--- config.mk ---
export PLATFORM = sky130hd
export DESIGN_NAME = branch_history_predictor
export DESIGN_NICKNAME = d
export VERILOG_FILES = /design/src/rtl/branch_history_predictor.sv
export SDC_FILE = /design/constraint.sdc
export NUM_CORES = 1
export LEC_CHECK = 0
export BUFFER_PORTS_ARGS = -buffer_cell sky130_fd_sc_hd__clkbuf_2
export CORE_MARGIN = 8
export CORE_UTILIZATION = 65
export DETAILED_ROUTE_END_ITERATION = 7
export PLACE_DENSITY = 0.82
export SLEW_MARGIN = 20
export SYNTH_ARGS = -nofsm -noshare
export SYNTH_HDL_FRONTEND = slang
export SYNTH_SLANG_ARGS = --single-unit
--- constraint.sdc ---
create_clock -name clk -period 8.8 [get_ports clk]
set_input_delay 0.44 -clock clk [delete_from_list [all_inputs] [get_ports clk]]
set_output_delay 0.44 -clock clk [all_outputs]
set_load 0.02 [all_outputs]
--- src/rtl/branch_history_predictor.sv ---
// Dynamic branch predictor: Fetch-stage prediction of B-type branches, an in-flight FIFO of
// predictions resolved in Execute, and mispredict flush/redirect. Modes: static BTFN, fwd/bwd, PHT.
module branch_history_predictor #(
    parameter int DATA_WIDTH   = 32,
    parameter int PHT_ENTRIES  = 64,
    parameter int QUEUE_DEPTH  = 4,
    parameter int PREDICT_MODE = 2
) (
    input  logic                           clk,
    input  logic                           rst,
    input  logic [DATA_WIDTH-1:0]          RD,
    input  logic [DATA_WIDTH-1:0]          PCF,
    input  logic                           StallF,
    input  logic                           BranchE,
    input  logic                           ZeroE,
    output logic [DATA_WIDTH-1:0]          PCBPU,
    output logic                           PCBPUSrc,
    output logic                           flushBranch,
    output logic                           bpu_err,
    output logic [$clog2(QUEUE_DEPTH):0]   o_dbg_count
);

    localparam int IDX_W = $clog2(PHT_ENTRIES);
    localparam int PTR_W = $clog2(QUEUE_DEPTH);
    localparam int CNT_W = PTR_W + 1;

    logic [1:0]            r_pht [PHT_ENTRIES];
    logic [1:0]            r_fwd;
    logic [1:0]            r_bwd;

    logic [DATA_WIDTH-1:0] r_q_pc   [QUEUE_DEPTH];
    logic [DATA_WIDTH-1:0] r_q_tgt  [QUEUE_DEPTH];
    logic [IDX_W-1:0]      r_q_idx  [QUEUE_DEPTH];
    logic                  r_q_dir  [QUEUE_DEPTH];
    logic                  r_q_pred [QUEUE_DEPTH];
    logic [PTR_W-1:0]      r_wr_ptr;
    logic [PTR_W-1:0]      r_rd_ptr;
    logic [CNT_W-1:0]      r_count;
    logic                  r_err;

    logic                  w_is_branch;
    logic [DATA_WIDTH-1:0] w_imm;
    logic [DATA_WIDTH-1:0] w_target;
    logic [IDX_W-1:0]      w_idx;
    logic [1:0]            w_ctr;
    logic                  w_pred_raw;
    logic                  w_full;
    logic                  w_empty;
    logic                  w_resolve;
    logic                  w_mispredict;
    logic                  w_pred;
    logic                  w_push;
    logic                  w_overflow;
    logic                  w_underflow;
    logic [DATA_WIDTH-1:0] w_head_pc;
    logic [DATA_WIDTH-1:0] w_head_tgt;
    logic [IDX_W-1:0]      w_head_idx;
    logic                  w_head_dir;
    logic                  w_head_pred;
    logic                  w_unused_bits;

    function automatic logic [1:0] sat_update(input logic [1:0] ctr, input logic taken);
        if (taken) return (ctr == 2'b11) ? 2'b11 : ctr + 2'b01;
        else       return (ctr == 2'b00) ? 2'b00 : ctr - 2'b01;
    endfunction

    assign w_unused_bits = ^RD[24:12];

    assign w_is_branch = (RD[6:0] == 7'b1100011);
    assign w_imm       = {{(DATA_WIDTH-12){RD[31]}}, RD[7], RD[30:25], RD[11:8], 1'b0};
    assign w_target    = PCF + w_imm;
    assign w_idx       = PCF[IDX_W+1:2];

    assign w_ctr       = (PREDICT_MODE == 2) ? r_pht[w_idx] : (RD[31] ? r_bwd : r_fwd);
    assign w_pred_raw  = (PREDICT_MODE == 0) ? RD[31] : w_ctr[1];

    assign w_head_pc   = r_q_pc[r_rd_ptr];
    assign w_head_tgt  = r_q_tgt[r_rd_ptr];
    assign w_head_idx  = r_q_idx[r_rd_ptr];
    assign w_head_dir  = r_q_dir[r_rd_ptr];
    assign w_head_pred = r_q_pred[r_rd_ptr];

    assign w_full       = (r_count == CNT_W'(QUEUE_DEPTH));
    assign w_empty      = (r_count == '0);
    assign w_resolve    = BranchE && !w_empty;
    assign w_mispredict = w_resolve && (w_head_pred != ZeroE);
    // A full FIFO cannot track another prediction, so it is forced not-taken.
    assign w_pred       = w_is_branch && w_pred_raw && !w_full;
    assign w_push       = w_is_branch && !StallF && !w_mispredict && !w_full;
    assign w_overflow   = w_is_branch && !StallF && !w_mispredict && w_full;
    assign w_underflow  = BranchE && w_empty;

    always_comb begin
        PCBPU       = '0;
        PCBPUSrc    = 1'b0;
        flushBranch = 1'b0;
        if (!rst) begin
            if (w_mispredict) begin
                flushBranch = 1'b1;
                PCBPUSrc    = 1'b1;
                PCBPU       = ZeroE ? w_head_tgt : (w_head_pc + DATA_WIDTH'(4));
            end else if (w_pred) begin
                PCBPUSrc = 1'b1;
                PCBPU    = w_target;
            end
        end
    end

    assign bpu_err     = r_err;
    assign o_dbg_count = r_count;

    // FIFO payload needs no reset: entries are only read while counted valid.
    always_ff @(posedge clk) begin
        if (w_push) begin
            r_q_pc[r_wr_ptr]   <= PCF;
            r_q_tgt[r_wr_ptr]  <= w_target;
            r_q_idx[r_wr_ptr]  <= w_idx;
            r_q_dir[r_wr_ptr]  <= RD[31];
            r_q_pred[r_wr_ptr] <= w_pred;
        end
    end

    always_ff @(posedge clk or posedge rst) begin
        if (rst) begin
            r_wr_ptr <= '0;
            r_rd_ptr <= '0;
            r_count  <= '0;
            r_err    <= 1'b0;
        end else begin
            r_err <= r_err | w_overflow | w_underflow;
            if (w_mispredict) begin
                r_wr_ptr <= '0;
                r_rd_ptr <= '0;
                r_count  <= '0;
            end else begin
                if (w_push)    r_wr_ptr <= r_wr_ptr + PTR_W'(1);
                if (w_resolve) r_rd_ptr <= r_rd_ptr + PTR_W'(1);
                r_count <= r_count + CNT_W'(w_push) - CNT_W'(w_resolve);
            end
        end
    end

    always_ff @(posedge clk or posedge rst) begin
        if (rst) begin
            for (int i = 0; i < PHT_ENTRIES; i++) r_pht[i] <= 2'b01;
            r_fwd <= 2'b01;
            r_bwd <= 2'b01;
        end else if (w_resolve) begin
            if (PREDICT_MODE == 2) begin
                r_pht[w_head_idx] <= sat_update(r_pht[w_head_idx], ZeroE);
            end else if (PREDICT_MODE == 1) begin
                if (w_head_dir) r_bwd <= sat_update(r_bwd, ZeroE);
                else            r_fwd <= sat_update(r_fwd, ZeroE);
            end
        end
    end

endmodule

==> impl_metrics.toml, run 1 <==
[clock_tree]
cts-hold-fix-buffers = 0
cts_buffer_count = 42
clk_transition_reported_paths_ns = 0.06
cts_root_buf = "clkbuf_16"
cts-htree-levels = 2
cts_tree = "yes"
clock_sink_count = 392
cts_buffer_depth = 3
post_cts.resized_instances = 0
post-cts-setup-buffers = 0
insertion_delay_ns = 0.55

[die]
horizontal_extent_of_the_die_um = 191
core-area_um2 = 30400
fp-row-count = 64
floorplan.io_pins = 107
design.die.area_um2 = 36600
initial_utilization = 0.656
die_h_um = 191

[synthesis]
post_synth_instance_area_um2 = 20000
synth.lib_cells_used.distinct = 81
ys_warnings = 0
syn_nets = 1560
ffs_latches_synth = 392
post_synth_most_frequent_cells = "edfxtp_1 (256), mux2_2 (131), nand2_1 (117)"
netlist_top_cells_area = "edfxtp_1 (38%), mux4_2 (10%), dfrtp_1 (9.0%)"
synthesized_instance_count = 1452
synthesis.area_per_instance_um2 = 13.8
yosysSeqAreaShare = 0.559
postSynth.asyncResetShare = 0.347
most_frequently_used_cell_type_in_the_post_synthesis_netlist = "edfxtp_1"
synth.top_cell.area_share = 0.385
dominantRegCellSynth = "edfxtp_1"
edff_count_synth = 256
synth_largest_area_cell = "edfxtp_1"

[layout]
fin_nets = 1624
postLayoutCellArea_um2 = 21900
layout-drive-gt1-share = 0.303
antennaDiodeCount = 0
syn2layout_area_growth_pct = 9.48

[drt]
post-route-drc-count = 0
detail_route.wl_per_cell_um = 24.6
total_vias_in_the_final_route = 12886
drt.antenna.violating_nets = 0
finalWirelength_um = 47800
first_iter_violations = 1202
vias_per_cell = 6.62
count_of_tritonroute_iterations_in_the_first_routing_pass = 7

[sta]
pins_over_slew_limit = 0
worst_clock_skew_ns = 0.0220
achievable-frequency_mhz = 181
final_critical_path_setup_slack_ns = 3.29
timing.setup.tns_ns = 0
rsz_0062_raised_after_global_routing = "no"
tightestPinTransition_ns = 1.08
relSlewSlack = 0.280
fin_crit_ns = 5.51
hold_viol_final = 0
post-route-period-util = 0.626
setup-violations-final = 0

[placement]
globalplace.congestion = 1.00
dpl_worst_slack_ns = 3.67
port_buffers = 93
dpl_cell_area_um2 = 20500
post-dp-hpwl_um = 30100

[pwr]
irDropWorstVdd_uv = 196
leakage_nw = 8.20
power_density_over_cell_area_nw_per_um2 = 282

[setup_path]
crit_fanout = 31
cp_cell_sequence = "buf_4 > buf_4 > mux4_2 > nand4_2 > or4b_1 > or3b_1 > nor2_1 > xnor2_1 > o21ai_1 > a22oi_1 > nor2_1 > clkbuf_2"
cpPeakStageDelay_ns = 0.66
critical_path.endpoint_type = "output port"
critical_path.top_delay_family = "simple AND/OR/NAND/NOR gates"
critPathRequiredTime_ns = 8.36
worst-path-buf-inv = 3
critPathLaunchType = "register"
reg2reg_from = "r_rd_ptr[1]"
cpMaxStageDelayCell = "or4b_1"
worstSetupStartpoint = "r_rd_ptr[0]"
setup.worst_path.class = "register to output port"
arrival_ns = 5.07

[global_route]
grtUsageTotal = 0.263
grt_start_max_net_pins = 75
grt.busiest_layer = "met2"
via_count_of_the_first_global_routing_pass = 13511
grt_first_pass_wirelength_um = 74900
global_route.usage.met3 = 0.0381
gr-usage-met1 = 0.333
globalRoute.totalOverflow = 0
met2_usage = 0.451
antenna_found_initial = 0

[worst_hold_path]
hp-start = "PCF[30]"
worst_hold_path_type = "input port to register"

[outcome]
outcome = "finished, final reports clean"

[run]
timing.max_cap.violations = 0
[worst reg2reg max path: cells and delay by family, from the launching register on]
kind	cells	cell delay, ns
mux	5	1.15
simple gates	2	0.34
buf+inv	3	1.43
compound gates	3	1.17
flops	1	0.77
[through the flow]
step	instances	hold slack (ns)	power, mW	util
floorplan	1452	0.493	4.05	-
global placement	1868	0.441	4.41	0.675
detailed placement	1868	0.449	4.49	0.675
CTS	1946	0.117	6.16	0.718
global route	1946	0.120	6.43	0.718
finish	1946	0.127	6.17	0.718
[metal layers]
| metal | vias up | share of wire | wire length (µm) |
|---|---|---|---|
| met5 | - | 0 | 0 |
| met4 | 0 | 0.039 | 1890 |
| met3 | 131 | 0.064 | 3060 |
| met2 | 624 | 0.51 | 24400 |
| met1 | 6488 | 0.39 | 18500 |
| li1 | 5643 | - | - |
[cell usage in the layout (no fill, tap or decap), types with 40 or more instances in the layout]
cell       instances
edfxtp_1         256
clkbuf_16         42
mux2_2           131
clkbuf_2          93
dfrtp_1           70
mux2i_1           57
inv_1             40
mux4_2            90
nor2_1           107
nand2_1          117
dfstp_2           64
a21oi_1           49
[area by class of cell]
| type | instances | area (µm²) |
|---|---|---|
| clock buffer | 57 | 1150 |
| clock inverter | 21 | 166 |
| fill | 1930 | 8570 |
| inverter | 43 | 164 |
| multi-input combinational | 933 | 8160 |
| sequential | 392 | 11200 |
| tap | 396 | 495 |
| timing repair buffer | 104 | 548 |
[report_power, final]
part / leakage (nW) / internal, mW / switching [mW] / total (mW)
clock network: 0.636 / 0.950 / 0.724 / 1.67
logic: 3.64 / 0.835 / 1.21 / 2.04
registers: 3.92 / 2.26 / 0.198 / 2.46
total: 8.20 / 4.04 / 2.13 / 6.17
[registers in the layout, summed over array words and instances, names as in the netlist]
signal,cells
bpu_err,1
o_dbg_count,3
r_pht,128
r_q_idx,20
r_q_pc,104
r_q_pred,4
r_q_tgt,128
r_rd_ptr,2
r_wr_ptr,2
[cells by family after synthesis]
group | synth area share
simple gates | 0.0879
xor+xnor | 0.0250
fa+ha+maj | 0.0258
mux | 0.205
flops | 0.559
buf+inv | 0.0334
compound gates | 0.0638
[final timing paths]
kind | to | slack [ns] | cells past startpoint
max in group asynchronous | r_rd_ptr[1] | 6.97 | 3
max | PCBPU[28] | 3.29 | 12
min in group asynchronous | r_wr_ptr[1] | 0.35 | 2
max reg2reg | r_pht[77] | 3.86 | 13
min reg2reg | bpu_err | 0.46 | 1
min | r_q_pc[0][30] | 0.13 | 1
Note: power is estimated with default switching activity, not from simulation.
==> run 2: changes to the inputs <==
--- a/config.mk
+++ b/config.mk
@@ -7,9 +7,9 @@
 export LEC_CHECK = 0
 export BUFFER_PORTS_ARGS = -buffer_cell sky130_fd_sc_hd__clkbuf_2
 export CORE_MARGIN = 8
-export CORE_UTILIZATION = 65
+export CORE_UTILIZATION = 56
 export DETAILED_ROUTE_END_ITERATION = 7
-export PLACE_DENSITY = 0.82
+export PLACE_DENSITY = 0.75
 export SLEW_MARGIN = 20
 export SYNTH_ARGS = -nofsm -noshare
 export SYNTH_HDL_FRONTEND = slang
==> constraint.sdc (replaced) <==
create_clock -name clk -period 4.8 [get_ports clk]
set_input_delay 0.24 -clock clk [delete_from_list [all_inputs] [get_ports clk]]
set_output_delay 0.24 -clock clk [all_outputs]
set_load 0.02 [all_outputs]
==> run 2 against run 1 <==
Die area up 15%. Flip-flop and latch count unchanged. Final cell count up 5.7%. Worst hold slack worse by 0.091 ns. Register-to-register slack worse by 3.2 ns. Combinational power up 92%. Sequential power up 82%. Cell area up 2.6%. Clock-buffer cell count down 1. Critical path depth up 1. Critical endpoint is now PCBPU[30]. Largest cell class unchanged.
==> impl_metrics.toml, run 2 (synthesis results as in run 1) <==
[clock_tree]
cts_root_buf = "clkbuf_16"
post-cts-setup-buffers = 0
cts_tree = "yes"
cts_buffer_count = 41
post_cts.resized_instances = 0
clk_transition_reported_paths_ns = 0.06
cts-htree-levels = 2
clock_sink_count = 392
insertion_delay_ns = 0.57
cts_buffer_depth = 3

[global_route]
via_count_of_the_first_global_routing_pass = 13515
grtUsageTotal = 0.242
antenna_found_initial = 0
grt_first_pass_wirelength_um = 78400
globalRoute.totalOverflow = 0
grt_start_max_net_pins = 77

[sta]
tightestPinTransition_ns = 0.979
relSlewSlack = 0.348
pins_over_slew_limit = 0
hold_viol_final = 0
setup-violations-final = 0
fin_hold_ws_ns = 0.0359
post-route-period-util = 0.947
worst_clock_skew_ns = 0.0279
final_critical_path_setup_slack_ns = 0.255
timing.setup.tns_ns = 0
rsz_0062_raised_after_global_routing = "no"
fin_crit_ns = 4.54
achievable-frequency_mhz = 220

[layout]
postLayoutCellArea_um2 = 22400
fin_nets = 1673
multi_input_comb_area_um2 = 8160
antennaDiodeCount = 0
post-route-util = 0.635
layout-drive-gt1-share = 0.309
nFillCells = 2539
final-seq-area_um2 = 11200
syn2layout_area_growth_pct = 12.3
layout.cells.most_common = "edfxtp_1"
reg.largest.list = "r_pht: 128 flops, r_q_tgt: 128 flops, r_q_pc: 104 flops"
mostFrequentLayoutCells = "edfxtp_1 (256), mux2_2 (131), nand2_1 (117), nor2_1 (107), clkbuf_2 (93)"

[die]
initial_utilization = 0.566
die_h_um = 205
core-area_um2 = 35300
design.die.area_um2 = 42000
fp-row-count = 69
horizontal_extent_of_the_die_um = 205
floorplan.io_pins = 107

[placement]
post-dp-hpwl_um = 32600
port_buffers = 93
globalplace.congestion = 0.892
dpl_worst_slack_ns = 0.783
dpl_cell_area_um2 = 20900

[pwr]
leakage_nw = 8.44
irDropWorstVdd_uv = 422
power_density_over_cell_area_nw_per_um2 = 509

[outcome]
outcome = "finished, final reports clean"

[worst_hold_path]
worst_hold_path.num_cells = 3
worst_hold_path.endpoint = "bpu_err"
worst_hold_path_type = "input port to register"
hp-start = "BranchE"

[setup_path]
cpPeakStageDelay_ns = 0.69
critical_path.endpoint_type = "output port"
critPathLaunchType = "register"
cpMaxStageDelayCell = "or4b_1"
setup.worst_path.class = "register to output port"
critPathRequiredTime_ns = 4.56
crit_path_frequent_cell = "nand2_1"
r2r_worst_path_depth = 11
rrSetupSlack_ns = 0.69
arrival_ns = 4.30
crit_fanout = 17
cp_cell_sequence = "mux2i_1 > mux2_4 > inv_2 > ha_1 > nand2_1 > or4b_1 > or3b_1 > nor2_1 > xnor2_1 > o21ai_1 > nand2_1 > a21oi_1 > clkbuf_2"
timing.rr.end = "r_pht[32]"
reg2reg_from = "r_rd_ptr[0]"

[drt]
drt.antenna.violating_nets = 0
vias_per_cell = 6.35
first_iter_violations = 1348
post-route-drc-count = 0
count_of_tritonroute_iterations_in_the_first_routing_pass = 5
total_vias_in_the_final_route = 13061
finalWirelength_um = 50300
detail_route.wl_per_cell_um = 24.5

[run]
timing.max_cap.violations = 0
run 2: cell types whose count changed in the layout (fill, tap and decap cells not counted), moves of 2 or more:
cell / delta
buf_12: +8
buf_4: +15
clkbuf_8: -2
clkinv_1: -6
clkinv_2: +2
clkinv_8: -2
dlygate4sd3_1: +27
inv_6: +2
run 2: worst max path at each step:
stage	from	end
final	r_rd_ptr[1]	PCBPU[30]
after global routing	r_rd_ptr[0]	PCBPU[27]
after CTS	r_rd_ptr[0]	PCBPU[27]
after detailed placement	r_rd_ptr[0]	r_pht[32]
after global placement	r_rd_ptr[0]	r_pht[16]
after floorplan	rst	PCBPU[1]
run 2: layout make-up:
class / count / share of cell area
clock buffer: 56 / 0.0510
clock inverter: 17 / 0.00519
multi-input combinational: 933 / 0.364
tap: 461 / 0.0257
inverter: 43 / 0.00731
timing repair buffer: 154 / 0.0486
sequential: 392 / 0.498
run 2: per-layer routing:
metal / part of all wire / track usage / up-vias
li1: - / - / 5738
met1: 0.41 / 0.320 / 6661
met2: 0.49 / 0.398 / 543
met3: 0.067 / 0.0383 / 119
met4: 0.035 / 0.0982 / 0
met5: 0 / 0 / -
run 2: power by group:
part           internal [mW]  switching, mW  total, mW
combinational           1.65           2.27       3.92
clock                   1.73           1.30       3.03
sequential              4.14          0.328       4.47
run 2: per-stage QoR:
stage,instances,power (mW)
6_report,2056,11.4
2_1_floorplan,1452,7.43
3_3_place_gp,1956,8.27
5_1_grt,2056,11.9
3_5_place_dp,1956,8.36
4_1_cts,2056,11.4
run 2: timing repair:
action	4_1_cts	5_1_grt
endpoints found under the hold margin	108	0
endpoints found under the setup margin	0	0
hold buffers	27	0
run 2: worst max-delay path: cells and delay by family, from the launching register on:
kind,cells,cell delay (ns)
flops,1,0.58
compound gates,2,0.35
fa+ha+maj,1,0.21
simple gates,5,1.62
xor+xnor,1,0.09
mux,2,0.54
buf+inv,2,0.35
==> run 3: changes to the inputs <==
--- a/config.mk
+++ b/config.mk
@@ -7,9 +7,9 @@
 export LEC_CHECK = 0
 export BUFFER_PORTS_ARGS = -buffer_cell sky130_fd_sc_hd__clkbuf_2
 export CORE_MARGIN = 8
-export CORE_UTILIZATION = 56
+export CORE_UTILIZATION = 62
 export DETAILED_ROUTE_END_ITERATION = 7
-export PLACE_DENSITY = 0.75
+export PLACE_DENSITY = 0.79
 export SLEW_MARGIN = 20
 export SYNTH_ARGS = -nofsm -noshare
 export SYNTH_HDL_FRONTEND = slang
==> constraint.sdc (replaced) <==
create_clock -name clk -period 4.46 [get_ports clk]
set_input_delay 0.223 -clock clk [delete_from_list [all_inputs] [get_ports clk]]
set_output_delay 0.223 -clock clk [all_outputs]
set_load 0.02 [all_outputs]
==> run 3 against run 2 <==
Clock-buffer cell count decreased by 1. Utilization increased by 7.9 points. Wire length fell by 0.24%. Combinational power rose by 7.9%. Die area decreased by 8.9%. Flip-flop and latch count unchanged. Critical endpoint is now PCBPU[31]. Highest routed layer unchanged.
==> impl_metrics.toml, run 3 (synthesis results as in run 1) <==
[placement]
placed_cells = 1900
dpl_cell_area_um2 = 20800
port_buffers = 93
globalplace.congestion = 0.947
post-dp-hpwl_um = 32300
dpl_worst_slack_ns = 0.550

[pwr]
fraction_of_power_spent_switching_nets = 0.334
irDropWorstVdd_uv = 436
leakage_nw = 8.54
clockPowerShare = 0.286
combinational_cell_fraction_of_total_power = 0.334
power_density_over_cell_area_nw_per_um2 = 561
internal-power_mw = 8.43
power.net_switching_mw = 4.23
power.share.sequential = 0.380

[sta]
hold_viol_final = 0
rsz_0062_raised_after_global_routing = "no"
final_critical_path_setup_slack_ns = 0.124
setup-violations-final = 0
relSlewSlack = 0.387
timing.setup.tns_ns = 0
fin_crit_ns = 4.34
post-route-period-util = 0.972
tightestPinTransition_ns = 0.920
pins_over_slew_limit = 0
achievable-frequency_mhz = 231
worst_clock_skew_ns = 0.0237

[worst_hold_path]
worst_hold_path_type = "input port to register"

[setup_path]
cpMaxStageDelayCell = "dfrtp_4"
critPathRequiredTime_ns = 4.24
cp_cell_sequence = "mux2i_1 > mux2_4 > inv_2 > buf_4 > nand3_1 > nor4b_4 > and3b_2 > nand3b_1 > xor2_1 > nor3_1 > a31oi_1 > a21oi_1 > clkbuf_2"
worst-path-buf-inv = 3
arrival_ns = 4.11
critical_path.endpoint_type = "output port"
crit_fanout = 22
setup.worst_path.class = "register to output port"
critical_path.top_delay_family = "simple AND/OR/NAND/NOR gates"
critPathLaunchType = "register"
cpPeakStageDelay_ns = 0.59

[drt]
total_vias_in_the_final_route = 13309
drt.antenna.violating_nets = 0
finalWirelength_um = 50200
vias_per_cell = 6.64
count_of_tritonroute_iterations_in_the_first_routing_pass = 5
detail_route.wl_per_cell_um = 25.0
post-route-drc-count = 0
first_iter_violations = 1302

[layout]
reg.largest.list = "r_pht: 128 flops, r_q_tgt: 128 flops, r_q_pc: 104 flops"
antennaDiodeCount = 0
layoutNonFillerInstCount = 2005
syn2layout_area_growth_pct = 13.1
layout-drive-gt1-share = 0.316
layout.cells.most_common = "edfxtp_1"
postLayoutCellArea_um2 = 22600
mostFrequentLayoutCells = "edfxtp_1 (256), mux2_2 (131), nand2_1 (117), nor2_1 (107), clkbuf_2 (93)"
nFillCells = 2010
fin_nets = 1677

[global_route]
grtUsageTotal = 0.262
via_count_of_the_first_global_routing_pass = 13913
antenna_found_initial = 0
grt_start_max_net_pins = 72
grt_first_pass_wirelength_um = 78500
globalRoute.totalOverflow = 0

[outcome]
outcome = "finished, final reports clean"

[die]
die_h_um = 195
core-area_um2 = 31600
floorplan.io_pins = 107
initial_utilization = 0.631
horizontal_extent_of_the_die_um = 195
design.die.area_um2 = 38200
fp-row-count = 65

[clock_tree]
clk_transition_reported_paths_ns = 0.06
cts_root_buf = "clkbuf_16"
clock_sink_count = 392
cts-htree-levels = 2
cts_buffer_depth = 3
insertion_delay_ns = 0.55
cts_tree = "yes"
cts_buffer_count = 42

[run]
timing.max_cap.violations = 0
## run 3: final cells by class
| cell class | count | area, µm² | share of cell area |
|---|---|---|---|
| flip-flops and latches | 392 | 11200 | 0.495 |
| multi-input cells | 933 | 8190 | 0.363 |
| clock buffers | 55 | 1160 | 0.0514 |
| repair buffers | 157 | 1100 | 0.0488 |
| well taps | 402 | 503 | 0.0223 |
| clock inverters | 23 | 283 | 0.0125 |
| inverters | 43 | 165 | 0.00731 |
## run 3: through the flow
stage	utilization	hold WS, ns	power, mW
after floorplan	-	0.322	8.00
after global placement	0.659	0.454	8.86
after detailed placement	0.659	0.469	8.98
after CTS	0.713	0.0202	12.6
after global routing	0.714	0.0330	13.2
final	0.714	0.0478	12.7
## run 3: metal layers
metal	wire length (µm)	vias to the layer above	GRT usage
met1	19100	6765	0.333
met3	3700	131	0.0356
met2	25600	663	0.449
li1	-	5750	-
met5	0	-	0
met4	1800	0	0.109
## run 3: power by group through the flow
stage | clock [mW] | sequential (mW) | combinational (mW)
3_5_place_dp | 0 | 4.86 | 4.12
5_1_grt | 3.80 | 4.86 | 4.54
2_1_floorplan | 0 | 4.73 | 3.27
4_1_cts | 3.65 | 4.80 | 4.19
6_report | 3.62 | 4.81 | 4.23
3_3_place_gp | 0 | 4.83 | 4.02
## run 3: worst paths after layout
kind | cells after the start | to | from | slack [ns]
max in group asynchronous | 4 | r_rd_ptr[0] | rst | 2.73
worst min register to register | 1 | bpu_err | bpu_err | 0.48
worst max-delay path | 13 | PCBPU[31] | r_rd_ptr[1] | 0.12
worst min-delay path | 1 | r_q_pc[3][7] | PCF[7] | 0.05
worst max register to register | 11 | r_pht[84] | r_rd_ptr[1] | 0.54
min in group asynchronous | 3 | r_wr_ptr[1] | rst | 0.27
## run 3: timing repair
| item | 4_1_cts | 5_1_grt |
|---|---|---|
| hold buffers | 26 | 0 |
| pin swaps | 0 | 1 |
| endpoints found under the hold margin | 104 | 0 |
| setup endpoints to repair | 5 | 11 |
| setup buffers | 1 | 0 |
| gates resized for setup | 2 | 6 |
